--- src/rtl/divider_arbiter_pkg.sv ---
// Shared widths, requester count and FSM encoding for the divider arbiter.
package divider_arbiter_pkg;
   localparam int N_REQ = 4;
   localparam int ID_W  = 2;
   localparam int A_W   = 32;
   localparam int B_W   = 16;

   localparam logic [A_W-1:0] DZ_Q = 32'hFFFF_FFFF;

   typedef enum logic [1:0] {
      IDLE   = 2'd0,
      LAUNCH = 2'd1,
      WAIT   = 2'd2,
      DONE   = 2'd3
   } state_e;
endpackage

--- src/rtl/divider_arbiter_rr_picker.sv ---
// Combinational round-robin picker: first active request at or after ptr wins.
module rr_picker
   import divider_arbiter_pkg::*;
(
   input  logic [N_REQ-1:0] req_i,
   input  logic [ID_W-1:0]  ptr_i,
   output logic [N_REQ-1:0] gnt_o,
   output logic [ID_W-1:0]  idx_o,
   output logic             vld_o
);

   logic [ID_W-1:0] cand;

   // Scan from the farthest offset down so the nearest request to ptr overrides.
   always_comb begin
      gnt_o = '0;
      idx_o = '0;
      vld_o = 1'b0;
      cand  = '0;
      for (int k = N_REQ - 1; k >= 0; k--) begin
         cand = ptr_i + ID_W'(k);
         if (req_i[cand]) begin
            gnt_o       = '0;
            gnt_o[cand] = 1'b1;
            idx_o       = cand;
            vld_o       = 1'b1;
         end
      end
   end

endmodule

--- src/rtl/divider_arbiter.sv ---
// Arbitrates four requesters onto one shared multi-cycle divider core,
// short-circuiting divide-by-zero without starting the core.
module divider_arbiter
   import divider_arbiter_pkg::*;
(
   input  logic                   clk,
   input  logic                   clr,
   input  logic [N_REQ-1:0]       req,
   input  logic [N_REQ*A_W-1:0]   req_a,
   input  logic [N_REQ*B_W-1:0]   req_b,
   output logic [N_REQ-1:0]       gnt,
   output logic                   resp_valid,
   output logic [ID_W-1:0]        resp_id,
   output logic [A_W-1:0]         resp_q,
   output logic [B_W-1:0]         resp_r,
   output logic                   resp_dz,
   output logic                   div_start,
   output logic [A_W-1:0]         div_a,
   output logic [B_W-1:0]         div_b,
   input  logic [A_W-1:0]         div_q,
   input  logic [B_W-1:0]         div_r,
   input  logic                   div_busy,
   input  logic                   div_ready
);

   state_e          state_q, state_d;
   logic [ID_W-1:0] ptr_q, ptr_d;
   logic [ID_W-1:0] id_q, id_d;
   logic [A_W-1:0]  a_q, a_d;
   logic [B_W-1:0]  b_q, b_d;
   logic [ID_W-1:0] rid_q, rid_d;
   logic [A_W-1:0]  rq_q, rq_d;
   logic [B_W-1:0]  rr_q, rr_d;
   logic            rdz_q, rdz_d;

   logic [N_REQ-1:0] pick_gnt;
   logic [ID_W-1:0]  pick_idx;
   logic             pick_vld;

   logic [A_W-1:0] a_arr [N_REQ];
   logic [B_W-1:0] b_arr [N_REQ];

   for (genvar g = 0; g < N_REQ; g++) begin : g_unpack
      assign a_arr[g] = req_a[g*A_W +: A_W];
      assign b_arr[g] = req_b[g*B_W +: B_W];
   end

   rr_picker u_picker (
      .req_i (req),
      .ptr_i (ptr_q),
      .gnt_o (pick_gnt),
      .idx_o (pick_idx),
      .vld_o (pick_vld)
   );

   always_comb begin
      state_d    = state_q;
      ptr_d      = ptr_q;
      id_d       = id_q;
      a_d        = a_q;
      b_d        = b_q;
      rid_d      = rid_q;
      rq_d       = rq_q;
      rr_d       = rr_q;
      rdz_d      = rdz_q;
      gnt        = '0;
      div_start  = 1'b0;
      resp_valid = 1'b0;
      case (state_q)
         IDLE: begin
            // gnt is combinational, so it is held off while clr is asserted.
            if (pick_vld && !clr) begin
               gnt  = pick_gnt;
               id_d = pick_idx;
               a_d  = a_arr[pick_idx];
               b_d  = b_arr[pick_idx];
               if (b_d == '0) begin
                  state_d = DONE;
                  rid_d   = pick_idx;
                  rq_d    = DZ_Q;
                  rr_d    = a_d[B_W-1:0];
                  rdz_d   = 1'b1;
               end else begin
                  state_d = LAUNCH;
               end
            end
         end
         LAUNCH: begin
            div_start = 1'b1;
            state_d   = WAIT;
         end
         WAIT: begin
            // The core drops ready on the start edge, so the LAUNCH-cycle ready never lands here.
            if (div_ready && !div_busy) begin
               state_d = DONE;
               rid_d   = id_q;
               rq_d    = div_q;
               rr_d    = div_r;
               rdz_d   = 1'b0;
            end
         end
         DONE: begin
            resp_valid = 1'b1;
            ptr_d      = id_q + ID_W'(1);
            state_d    = IDLE;
         end
         default: state_d = IDLE;
      endcase
   end

   always_ff @(posedge clk or posedge clr) begin
      if (clr) begin
         state_q <= IDLE;
         ptr_q   <= '0;
         id_q    <= '0;
         a_q     <= '0;
         b_q     <= '0;
         rid_q   <= '0;
         rq_q    <= '0;
         rr_q    <= '0;
         rdz_q   <= 1'b0;
      end else begin
         state_q <= state_d;
         ptr_q   <= ptr_d;
         id_q    <= id_d;
         a_q     <= a_d;
         b_q     <= b_d;
         rid_q   <= rid_d;
         rq_q    <= rq_d;
         rr_q    <= rr_d;
         rdz_q   <= rdz_d;
      end
   end

   assign div_a   = a_q;
   assign div_b   = b_q;
   assign resp_id = rid_q;
   assign resp_q  = rq_q;
   assign resp_r  = rr_q;
   assign resp_dz = rdz_q;

endmodule

--- config.mk ---
export PLATFORM = sky130hd
export DESIGN_NAME = divider_arbiter
export DESIGN_NICKNAME = d
export VERILOG_FILES = /design/src/rtl/divider_arbiter_pkg.sv /design/src/rtl/divider_arbiter_rr_picker.sv /design/src/rtl/divider_arbiter.sv
export SDC_FILE = /design/constraint.sdc
export NUM_CORES = 1
export LEC_CHECK = 0
export ABC_AREA = 0
export CORE_AREA = 10 10 128 130
export CTS_BUF_LIST = sky130_fd_sc_hd__clkbuf_8
export CTS_CLUSTER_SIZE = 14
export DETAILED_ROUTE_END_ITERATION = 16
export DIE_AREA = 0 0 138 140
export DONT_BUFFER_PORTS = 1
export PLACE_DENSITY = 0.68
export SETUP_SLACK_MARGIN = 0.5
export SLEW_MARGIN = 15
export SYNTH_ARGS = -nofsm -noshare
export SYNTH_HDL_FRONTEND = slang
export SYNTH_SLANG_ARGS = --single-unit
--- constraint.sdc ---
create_clock -name clk -period 4.38 [get_ports clk]
set_clock_uncertainty 0.2 [all_clocks]
set_input_delay 0.876 -clock clk [delete_from_list [all_inputs] [get_ports clk]]
set_output_delay 0.876 -clock clk [all_outputs]
set_load 0.1 [all_outputs]
==> impl_metrics.xml, run 1 <==
<?xml version="1.0" encoding="UTF-8"?>
<metrics>
  <group name="run_status">
    <metric name="status" unit="">completed</metric>
  </group>
  <group name="critical_path">
    <metric name="max_stage_delay" unit="ps">480</metric>
    <metric name="worst_path_dominant_cell_family" unit="">simple AND/OR/NAND/NOR gates</metric>
    <metric name="timing.critical_path.fanout_max" unit="">11</metric>
    <metric name="critical-path-slowest-cell" unit="">sky130_fd_sc_hd__dfrtp_2</metric>
    <metric name="type_of_the_setup_path_with_the_least_slack" unit="">reg -&gt; out</metric>
    <metric name="critical_path_arrival" unit="ps">2630</metric>
    <metric name="start_kind" unit="">flop</metric>
    <metric name="crit_chain" unit="">inv_1, ha_1, mux4_2, nor4_2, nor2_1, nand2_4, a21oi_2, buf_12</metric>
    <metric name="required" unit="ps">3300</metric>
    <metric name="critical_path_buf_inv_count" unit="">2</metric>
    <metric name="setup.worst_path.end_class" unit="">output pin</metric>
  </group>
  <group name="synthesis">
    <metric name="prevailing_post_synth_register_cell" unit="">sky130_fd_sc_hd__dfrtp_1</metric>
    <metric name="synthesis.nets" unit="">906</metric>
    <metric name="synthArstFlopShare" unit="%">100</metric>
    <metric name="cell_area_synth" unit="um2">6180</metric>
    <metric name="syn_avg_cell_area" unit="um2">9.57</metric>
    <metric name="yosysSeqAreaShare" unit="%">42.5</metric>
    <metric name="synth_edf_count" unit="">0</metric>
    <metric name="synth.lib_cells_used.distinct" unit="">36</metric>
    <metric name="ff_latch_count_synth" unit="">105</metric>
    <metric name="cell_count_after_synthesis" unit="">646</metric>
    <metric name="yosys_warnings" unit="">0</metric>
  </group>
  <group name="clock_tree">
    <metric name="clock_path_buffers" unit="">2</metric>
    <metric name="cts_inserted_buffers" unit="">9</metric>
    <metric name="cts_setup_buffers" unit="">0</metric>
    <metric name="clock_latency" unit="ps">370</metric>
    <metric name="cts_tree" unit="">yes</metric>
    <metric name="clkSinkCount" unit="">105</metric>
    <metric name="htreeDepth" unit="">3</metric>
    <metric name="clockRootBuffer" unit="">sky130_fd_sc_hd__clkbuf_8</metric>
    <metric name="clock_pin_slew_of_the_registers_on_the_worst_case_setup_and_hold_paths" unit="ps">100</metric>
  </group>
  <group name="floorplanning">
    <metric name="floorplan.die_area" unit="um2">19300</metric>
    <metric name="fp-row-count" unit="">43</metric>
    <metric name="floorplan.initialDensity" unit="%">44.9</metric>
    <metric name="fp.dieW" unit="um">138</metric>
    <metric name="core" unit="um2">13800</metric>
    <metric name="num_io_pins" unit="">353</metric>
    <metric name="die_y" unit="um">140</metric>
  </group>
  <group name="detailed_routing">
    <metric name="drt-wirelength-per-cell" unit="um">28.5</metric>
    <metric name="wirelength" unit="um">23100</metric>
    <metric name="detail-route-antenna-nets" unit="">0</metric>
    <metric name="dr_total_vias" unit="">4980</metric>
    <metric name="routed_via_density" unit="">6.14</metric>
    <metric name="dr.pass1.iters" unit="">5</metric>
    <metric name="drt_drc_violations_left" unit="">0</metric>
    <metric name="detailedRoute.firstIterationViolations" unit="">290</metric>
  </group>
  <group name="timing">
    <metric name="worstMarginPinSlew" unit="ps">1220</metric>
    <metric name="final_hold_viol_count" unit="">0</metric>
    <metric name="timing_max_transition_violations_final" unit="">0</metric>
    <metric name="setup_violations" unit="">0</metric>
    <metric name="timing.fmax" unit="MHz">270</metric>
    <metric name="slew_headroom" unit="%">19.0</metric>
    <metric name="rsz0062_at_grt" unit="">false</metric>
    <metric name="setup_total_negative_slack" unit="ps">0</metric>
    <metric name="final_period_minus_worst_setup_slack" unit="ps">3700</metric>
    <metric name="post-route-period-util" unit="%">84.6</metric>
  </group>
  <group name="run">
    <metric name="maxCapViolCount" unit="">0</metric>
  </group>
  <group name="grt">
    <metric name="groute.usage.overall" unit="%">22.7</metric>
    <metric name="initial_antenna_violation_count" unit="">1</metric>
    <metric name="number_of_global_route_vias_before_repair" unit="">5233</metric>
    <metric name="grt_start_max_net_pins" unit="">87</metric>
    <metric name="grt_first_pass_wirelength" unit="um">34000</metric>
    <metric name="globalRouteOverflowTotal" unit="">0</metric>
  </group>
  <group name="finish">
    <metric name="layout.nets" unit="">886</metric>
    <metric name="fill_cell_total_of_the_finished_layout" unit="">1290</metric>
    <metric name="layout-drive-gt1-share" unit="%">19.0</metric>
    <metric name="syn2layout_area_growth" unit="%">6.38</metric>
  </group>
  <group name="placed_design">
    <metric name="count_of_buffers_from_port_buffering" unit="">0</metric>
    <metric name="place_congestion" unit="">0.905</metric>
    <metric name="detailedPlacementHpwl" unit="um">18700</metric>
  </group>
  <group name="worst_hold_path">
    <metric name="hold_path.class" unit="">in -&gt; async</metric>
  </group>
</metrics>
==> final timing paths <==
kind / startpoint / endpoint / slack, ps / cells after the start
min in group clk: id_q[1] / id_q[1] / 350 / 2
max in group asynchronous: clr / ptr_q[1] / 2850 / 2
worst max-delay path: ptr_q[1] / gnt[2] / 680 / 8
worst min-delay path: clr / state_q[0] / 270 / 1
worst min register to register: id_q[1] / id_q[1] / 350 / 2
worst max register to register: ptr_q[1] / resp_q[1] / 770 / 10
==> cells by family after synthesis <==
logic type	count (synthesis)	share of synthesized area [%]
and+or+nand+nor	265	17.9
AOI/OAI and AO/OA	125	13.1
DFF	105	42.5
muxes	80	19.2
buffers and inverters	58	4.70
adders and majority gates	12	2.43
xor gates and xnor gates	1	0.142
==> cells in the mapped netlist, types with 3 or more instances <==
| cell | number | area (um2) |
|---|---|---|
| sky130_fd_sc_hd__nand2_1 | 200 | 751 |
| sky130_fd_sc_hd__dfrtp_1 | 105 | 2630 |
| sky130_fd_sc_hd__o21ai_0 | 63 | 315 |
| sky130_fd_sc_hd__mux2_2 | 34 | 383 |
| sky130_fd_sc_hd__nand3_1 | 32 | 160 |
| sky130_fd_sc_hd__o22a_1 | 32 | 280 |
| sky130_fd_sc_hd__clkbuf_1 | 21 | 78.8 |
| sky130_fd_sc_hd__mux4_2 | 20 | 450 |
| sky130_fd_sc_hd__mux2_4 | 19 | 285 |
| sky130_fd_sc_hd__buf_2 | 16 | 80.1 |
| sky130_fd_sc_hd__nor4_1 | 16 | 100 |
| sky130_fd_sc_hd__ha_1 | 12 | 150 |
| sky130_fd_sc_hd__inv_1 | 10 | 37.5 |
| sky130_fd_sc_hd__a21oi_1 | 8 | 40.0 |
| sky130_fd_sc_hd__nor2_1 | 7 | 26.3 |
| sky130_fd_sc_hd__buf_6 | 6 | 67.6 |
| sky130_fd_sc_hd__mux2i_1 | 6 | 60.1 |
| sky130_fd_sc_hd__o21ai_1 | 6 | 30.0 |
| sky130_fd_sc_hd__a211o_1 | 4 | 35.0 |
| sky130_fd_sc_hd__a221oi_1 | 4 | 35.0 |
| sky130_fd_sc_hd__nand4_1 | 4 | 25.0 |
| sky130_fd_sc_hd__buf_1 | 3 | 11.3 |
==> state kept, by name (all words and copies together), names as in the netlist <==
| name | cells |
|---|---|
| ptr_q | 2 |
| resp_q | 32 |
| state_q | 2 |
| div_b | 16 |
| resp_dz | 1 |
| id_q | 2 |
| resp_id | 2 |
| resp_r | 16 |
| div_a | 32 |
==> layout make-up <==
cell class,instances,area [um2],area share (%)
repair buffers,17,178,2.70
diodes,1,2.50,0.0381
flip-flops and latches,105,2630,40.0
well taps,180,225,3.42
inverters,10,42.5,0.647
multi-input cells,483,3320,50.4
clock inverters,6,60.1,0.913
clock buffers,9,124,1.88
==> routing by layer <==
layer | track usage, % | routed length (um) | up-vias | part of all wire [%]
li1 | - | - | 2225 | -
met1 | 23.9 | 8040 | 2422 | 35
met2 | 38.7 | 11900 | 291 | 51
met3 | 9.80 | 2480 | 42 | 11
met4 | 10.4 | 742 | 0 | 3.2
met5 | 0 | 0 | - | 0
==> placed cells by master (no fill, tap or decap), types with 2 or more instances in the layout <==
cell type	n
sky130_fd_sc_hd__mux2_2	34
sky130_fd_sc_hd__o21ai_1	6
sky130_fd_sc_hd__inv_1	10
sky130_fd_sc_hd__nand3_1	32
sky130_fd_sc_hd__buf_4	13
sky130_fd_sc_hd__mux4_2	20
sky130_fd_sc_hd__clkbuf_8	9
sky130_fd_sc_hd__dfrtp_1	104
sky130_fd_sc_hd__nor4_1	16
sky130_fd_sc_hd__nand4_1	4
sky130_fd_sc_hd__nand2_1	199
sky130_fd_sc_hd__a211o_1	4
sky130_fd_sc_hd__mux2i_1	6
sky130_fd_sc_hd__o21ai_0	63
sky130_fd_sc_hd__nor2_1	7
sky130_fd_sc_hd__mux2_4	19
sky130_fd_sc_hd__a221oi_1	4
sky130_fd_sc_hd__clkinv_2	2
sky130_fd_sc_hd__buf_12	4
sky130_fd_sc_hd__a21oi_1	3
sky130_fd_sc_hd__o22a_1	32
sky130_fd_sc_hd__inv_6	2
sky130_fd_sc_hd__nand2b_1	2
sky130_fd_sc_hd__ha_1	12
sky130_fd_sc_hd__a21oi_2	4
==> timing repair <==
item,4_1_cts,5_1_grt
setup endpoints to repair,35,4
hold buffers,0,0
gates cloned,0,0
pin swaps,0,0
gates resized for setup,2,1
==> metrics by stage <==
| stage | instances | setup slack, ps | utilization, % | area [um2] | hold slack (ps) |
|---|---|---|---|---|---|
| after floorplan | 646 | 314 | - | 6200 | 282 |
| after global placement | 795 | 556 | 46.3 | 6380 | 313 |
| after detailed placement | 795 | 378 | 46.3 | 6380 | 322 |
| after CTS | 810 | 580 | 47.7 | 6570 | 342 |
| after global routing | 811 | 509 | 47.7 | 6580 | 347 |
| final | 811 | 675 | 47.7 | 6580 | 274 |
Power of run 1 is not shown: default switching activity piles up to over one toggle a cycle in this logic, so the estimate is an artifact.
==> run 2: changes to the inputs <==
CORE_AREA = 10 10 129 131   (was 10 10 128 130)
DIE_AREA = 0 0 139 141   (was 0 0 138 140)
PLACE_DENSITY = 0.7   (was 0.68)
clock period = 3 ns   (was 4.38 ns; I/O delays follow)
==> run 2 against run 1 <==
  * The run now ends with setup timing left
  * Die area increased by 1.4%
  * Worst hold slack got worse by 260 ps
  * Global-route usage increased by 0.44 points
  * Via count increased by 9.2%
  * Largest cell class unchanged
==> impl_metrics.xml, run 2 (same netlist as run 1, synthesis figures left out) <==
<?xml version="1.0" encoding="UTF-8"?>
<metrics>
  <group name="placed_design">
    <metric name="numPlacedInstances" unit="">820</metric>
    <metric name="place_congestion" unit="">0.901</metric>
    <metric name="place_ws" unit="ps">-66.8</metric>
    <metric name="detailedPlacementHpwl" unit="um">17300</metric>
    <metric name="count_of_buffers_from_port_buffering" unit="">0</metric>
  </group>
  <group name="critical_path">
    <metric name="timing.critical_path.fanout_max" unit="">8</metric>
    <metric name="critical_path_arrival" unit="ps">2480</metric>
    <metric name="required" unit="ps">2200</metric>
    <metric name="critical_path_buf_inv_count" unit="">4</metric>
    <metric name="crit_path_frequent_cell" unit="">sky130_fd_sc_hd__buf_6</metric>
    <metric name="setup.worst_path.end_class" unit="">output pin</metric>
    <metric name="critical-path-slowest-cell" unit="">sky130_fd_sc_hd__mux4_2</metric>
    <metric name="worst_path_dominant_cell_family" unit="">buffers and inverters</metric>
    <metric name="max_stage_delay" unit="ps">580</metric>
    <metric name="crit_chain" unit="">buf_6, buf_6, mux4_2, buf_6, a211o_1, a21oi_4, buf_12</metric>
    <metric name="start_kind" unit="">flop</metric>
    <metric name="type_of_the_setup_path_with_the_least_slack" unit="">reg -&gt; out</metric>
  </group>
  <group name="detailed_routing">
    <metric name="routed_via_density" unit="">6.06</metric>
    <metric name="drt-wirelength-per-cell" unit="um">28.8</metric>
    <metric name="detail-route-antenna-nets" unit="">0</metric>
    <metric name="detailedRoute.firstIterationViolations" unit="">411</metric>
    <metric name="wirelength" unit="um">25800</metric>
    <metric name="drt_drc_violations_left" unit="">0</metric>
    <metric name="dr_total_vias" unit="">5438</metric>
    <metric name="dr.pass1.iters" unit="">5</metric>
  </group>
  <group name="finish">
    <metric name="antenna_cells" unit="">0</metric>
    <metric name="final_util" unit="%">57.0</metric>
    <metric name="multi_input_combinational_cell_area" unit="um2">3480</metric>
    <metric name="layout-drive-gt1-share" unit="%">31.8</metric>
    <metric name="syn2layout_area_growth" unit="%">31.0</metric>
    <metric name="finalNonFillerCells" unit="">898</metric>
    <metric name="final_cell_mix" unit="">sky130_fd_sc_hd__nand2_1 (199), sky130_fd_sc_hd__dfrtp_1 (104), sky130_fd_sc_hd__o21ai_1 (41)</metric>
    <metric name="fill_cell_total_of_the_finished_layout" unit="">1179</metric>
    <metric name="regArea" unit="um2">2630</metric>
    <metric name="layout.nets" unit="">969</metric>
    <metric name="mostFrequentLayoutCell" unit="">sky130_fd_sc_hd__nand2_1</metric>
  </group>
  <group name="clock_tree">
    <metric name="hold_buffers" unit="">0</metric>
    <metric name="clockRootBuffer" unit="">sky130_fd_sc_hd__clkbuf_8</metric>
    <metric name="clock_latency" unit="ps">390</metric>
    <metric name="clock_path_buffers" unit="">2</metric>
    <metric name="cts_inserted_buffers" unit="">9</metric>
    <metric name="clkSinkCount" unit="">105</metric>
    <metric name="cts_tree" unit="">yes</metric>
    <metric name="clock_pin_slew_of_the_registers_on_the_worst_case_setup_and_hold_paths" unit="ps">110</metric>
    <metric name="htreeDepth" unit="">3</metric>
  </group>
  <group name="floorplanning">
    <metric name="core" unit="um2">14200</metric>
    <metric name="floorplan.initialDensity" unit="%">43.5</metric>
    <metric name="num_io_pins" unit="">353</metric>
    <metric name="fp-row-count" unit="">44</metric>
    <metric name="die_y" unit="um">141</metric>
    <metric name="fp.dieW" unit="um">139</metric>
    <metric name="floorplan.die_area" unit="um2">19600</metric>
  </group>
  <group name="run">
    <metric name="maxCapViolCount" unit="">0</metric>
  </group>
  <group name="grt">
    <metric name="grt_first_pass_wirelength" unit="um">35200</metric>
    <metric name="groute.usage.overall" unit="%">23.2</metric>
    <metric name="number_of_global_route_vias_before_repair" unit="">5611</metric>
    <metric name="grt_start_max_net_pins" unit="">106</metric>
    <metric name="initial_antenna_violation_count" unit="">0</metric>
    <metric name="globalRouteOverflowTotal" unit="">0</metric>
  </group>
  <group name="worst_hold_path">
    <metric name="hold_path.class" unit="">in -&gt; async</metric>
  </group>
  <group name="timing">
    <metric name="hold_ws" unit="ps">16.4</metric>
    <metric name="setup_violations" unit="">55</metric>
    <metric name="timing.fmax" unit="MHz">305</metric>
    <metric name="worstMarginPinSlew" unit="ps">1050</metric>
    <metric name="rsz0062_at_grt" unit="">true</metric>
    <metric name="timing_max_transition_violations_final" unit="">0</metric>
    <metric name="final_hold_viol_count" unit="">0</metric>
    <metric name="timing.final.ws_setup" unit="ps">-276</metric>
    <metric name="post-route-period-util" unit="%">109</metric>
    <metric name="final_period_minus_worst_setup_slack" unit="ps">3280</metric>
    <metric name="slew_headroom" unit="%">29.9</metric>
  </group>
  <group name="run_status">
    <metric name="status" unit="">finished with violations</metric>
    <metric name="failing_checks" unit="">setup timing</metric>
  </group>
</metrics>
==> run 2: changes by cell type in the layout (fill, tap and decap cells not counted), sizes merged <==
cell,change
inv,-1
clkinvlp,+2
bufbuf,+4
buf,+69
diode,-1
bufinv,-1
clkbuf,+10
clkinv,+1
==> run 2: final timing paths <==
kind                                from         end  slack, ps  cells after the start
worst max-delay path            ptr_q[0]      gnt[1]       -280                      7
worst min-delay path                 clr    div_b[5]         20                      2
worst max register to register  ptr_q[0]  resp_q[20]       -260                     14
worst min register to register  div_b[7]    div_b[7]        290                      2
max in group asynchronous            clr    ptr_q[0]       2070                      2
min in group clk                div_q[9]   resp_q[9]        110                      1
==> run 2: repair_timing <==
action	CTS	global route
gates cloned	12	10
resized for setup	38	73
pin swaps	11	19
setup buffers	22	18
endpoints found under the setup margin	106	107
==> run 2: area by class of cell <==
type | instances | share of cell area (%)
clock buffer | 9 | 1.53
clock inverter | 7 | 0.896
inverter | 10 | 0.556
multi-input combinational | 483 | 43.0
sequential | 105 | 32.5
tap | 184 | 2.84
timing repair buffer | 100 | 18.7
==> run 2: per-stage QoR <==
step	TNS (ps)	cell area, um2
3_3_place_gp	-782	6690
4_1_cts	-6870	7570
6_report	-8780	8100
5_1_grt	-15160	8100
2_1_floorplan	-2590	6330
3_5_place_dp	-1130	6690
==> run 2: layer usage <==
metal | routed length [um] | share of wire (%) | track usage [%] | vias up
li1 | - | - | - | 2407
met1 | 8980 | 35 | 24.7 | 2653
met2 | 13600 | 53 | 41.3 | 340
met3 | 2710 | 10 | 8.77 | 38
met4 | 553 | 2.1 | 7.74 | 0
met5 | 0 | 0 | 0 | -
==> run 2: worst register-to-register path, cell delays in order (launching register included) <==
cell	delay [ps]
sky130_fd_sc_hd__dfrtp_2	430
sky130_fd_sc_hd__buf_6	130
sky130_fd_sc_hd__buf_6	90
sky130_fd_sc_hd__mux4_2	580
sky130_fd_sc_hd__buf_6	160
sky130_fd_sc_hd__nor2b_2	110
sky130_fd_sc_hd__o21ai_2	70
sky130_fd_sc_hd__o21ai_4	80
sky130_fd_sc_hd__mux2_4	340
sky130_fd_sc_hd__buf_6	120
sky130_fd_sc_hd__o211ai_1	200
sky130_fd_sc_hd__buf_4	170
sky130_fd_sc_hd__buf_12	100
sky130_fd_sc_hd__bufbuf_16	240
sky130_fd_sc_hd__o22a_1	170
Power of run 2 is left out for the same reason.
==> run 3: changes to the inputs <==
CTS_CLUSTER_DIAMETER = 50   (was not set)
==> results of run 3 <==
The final DEF is identical to that of run 2; final timing and power are the same.
Power of run 3 is left out for the same reason.
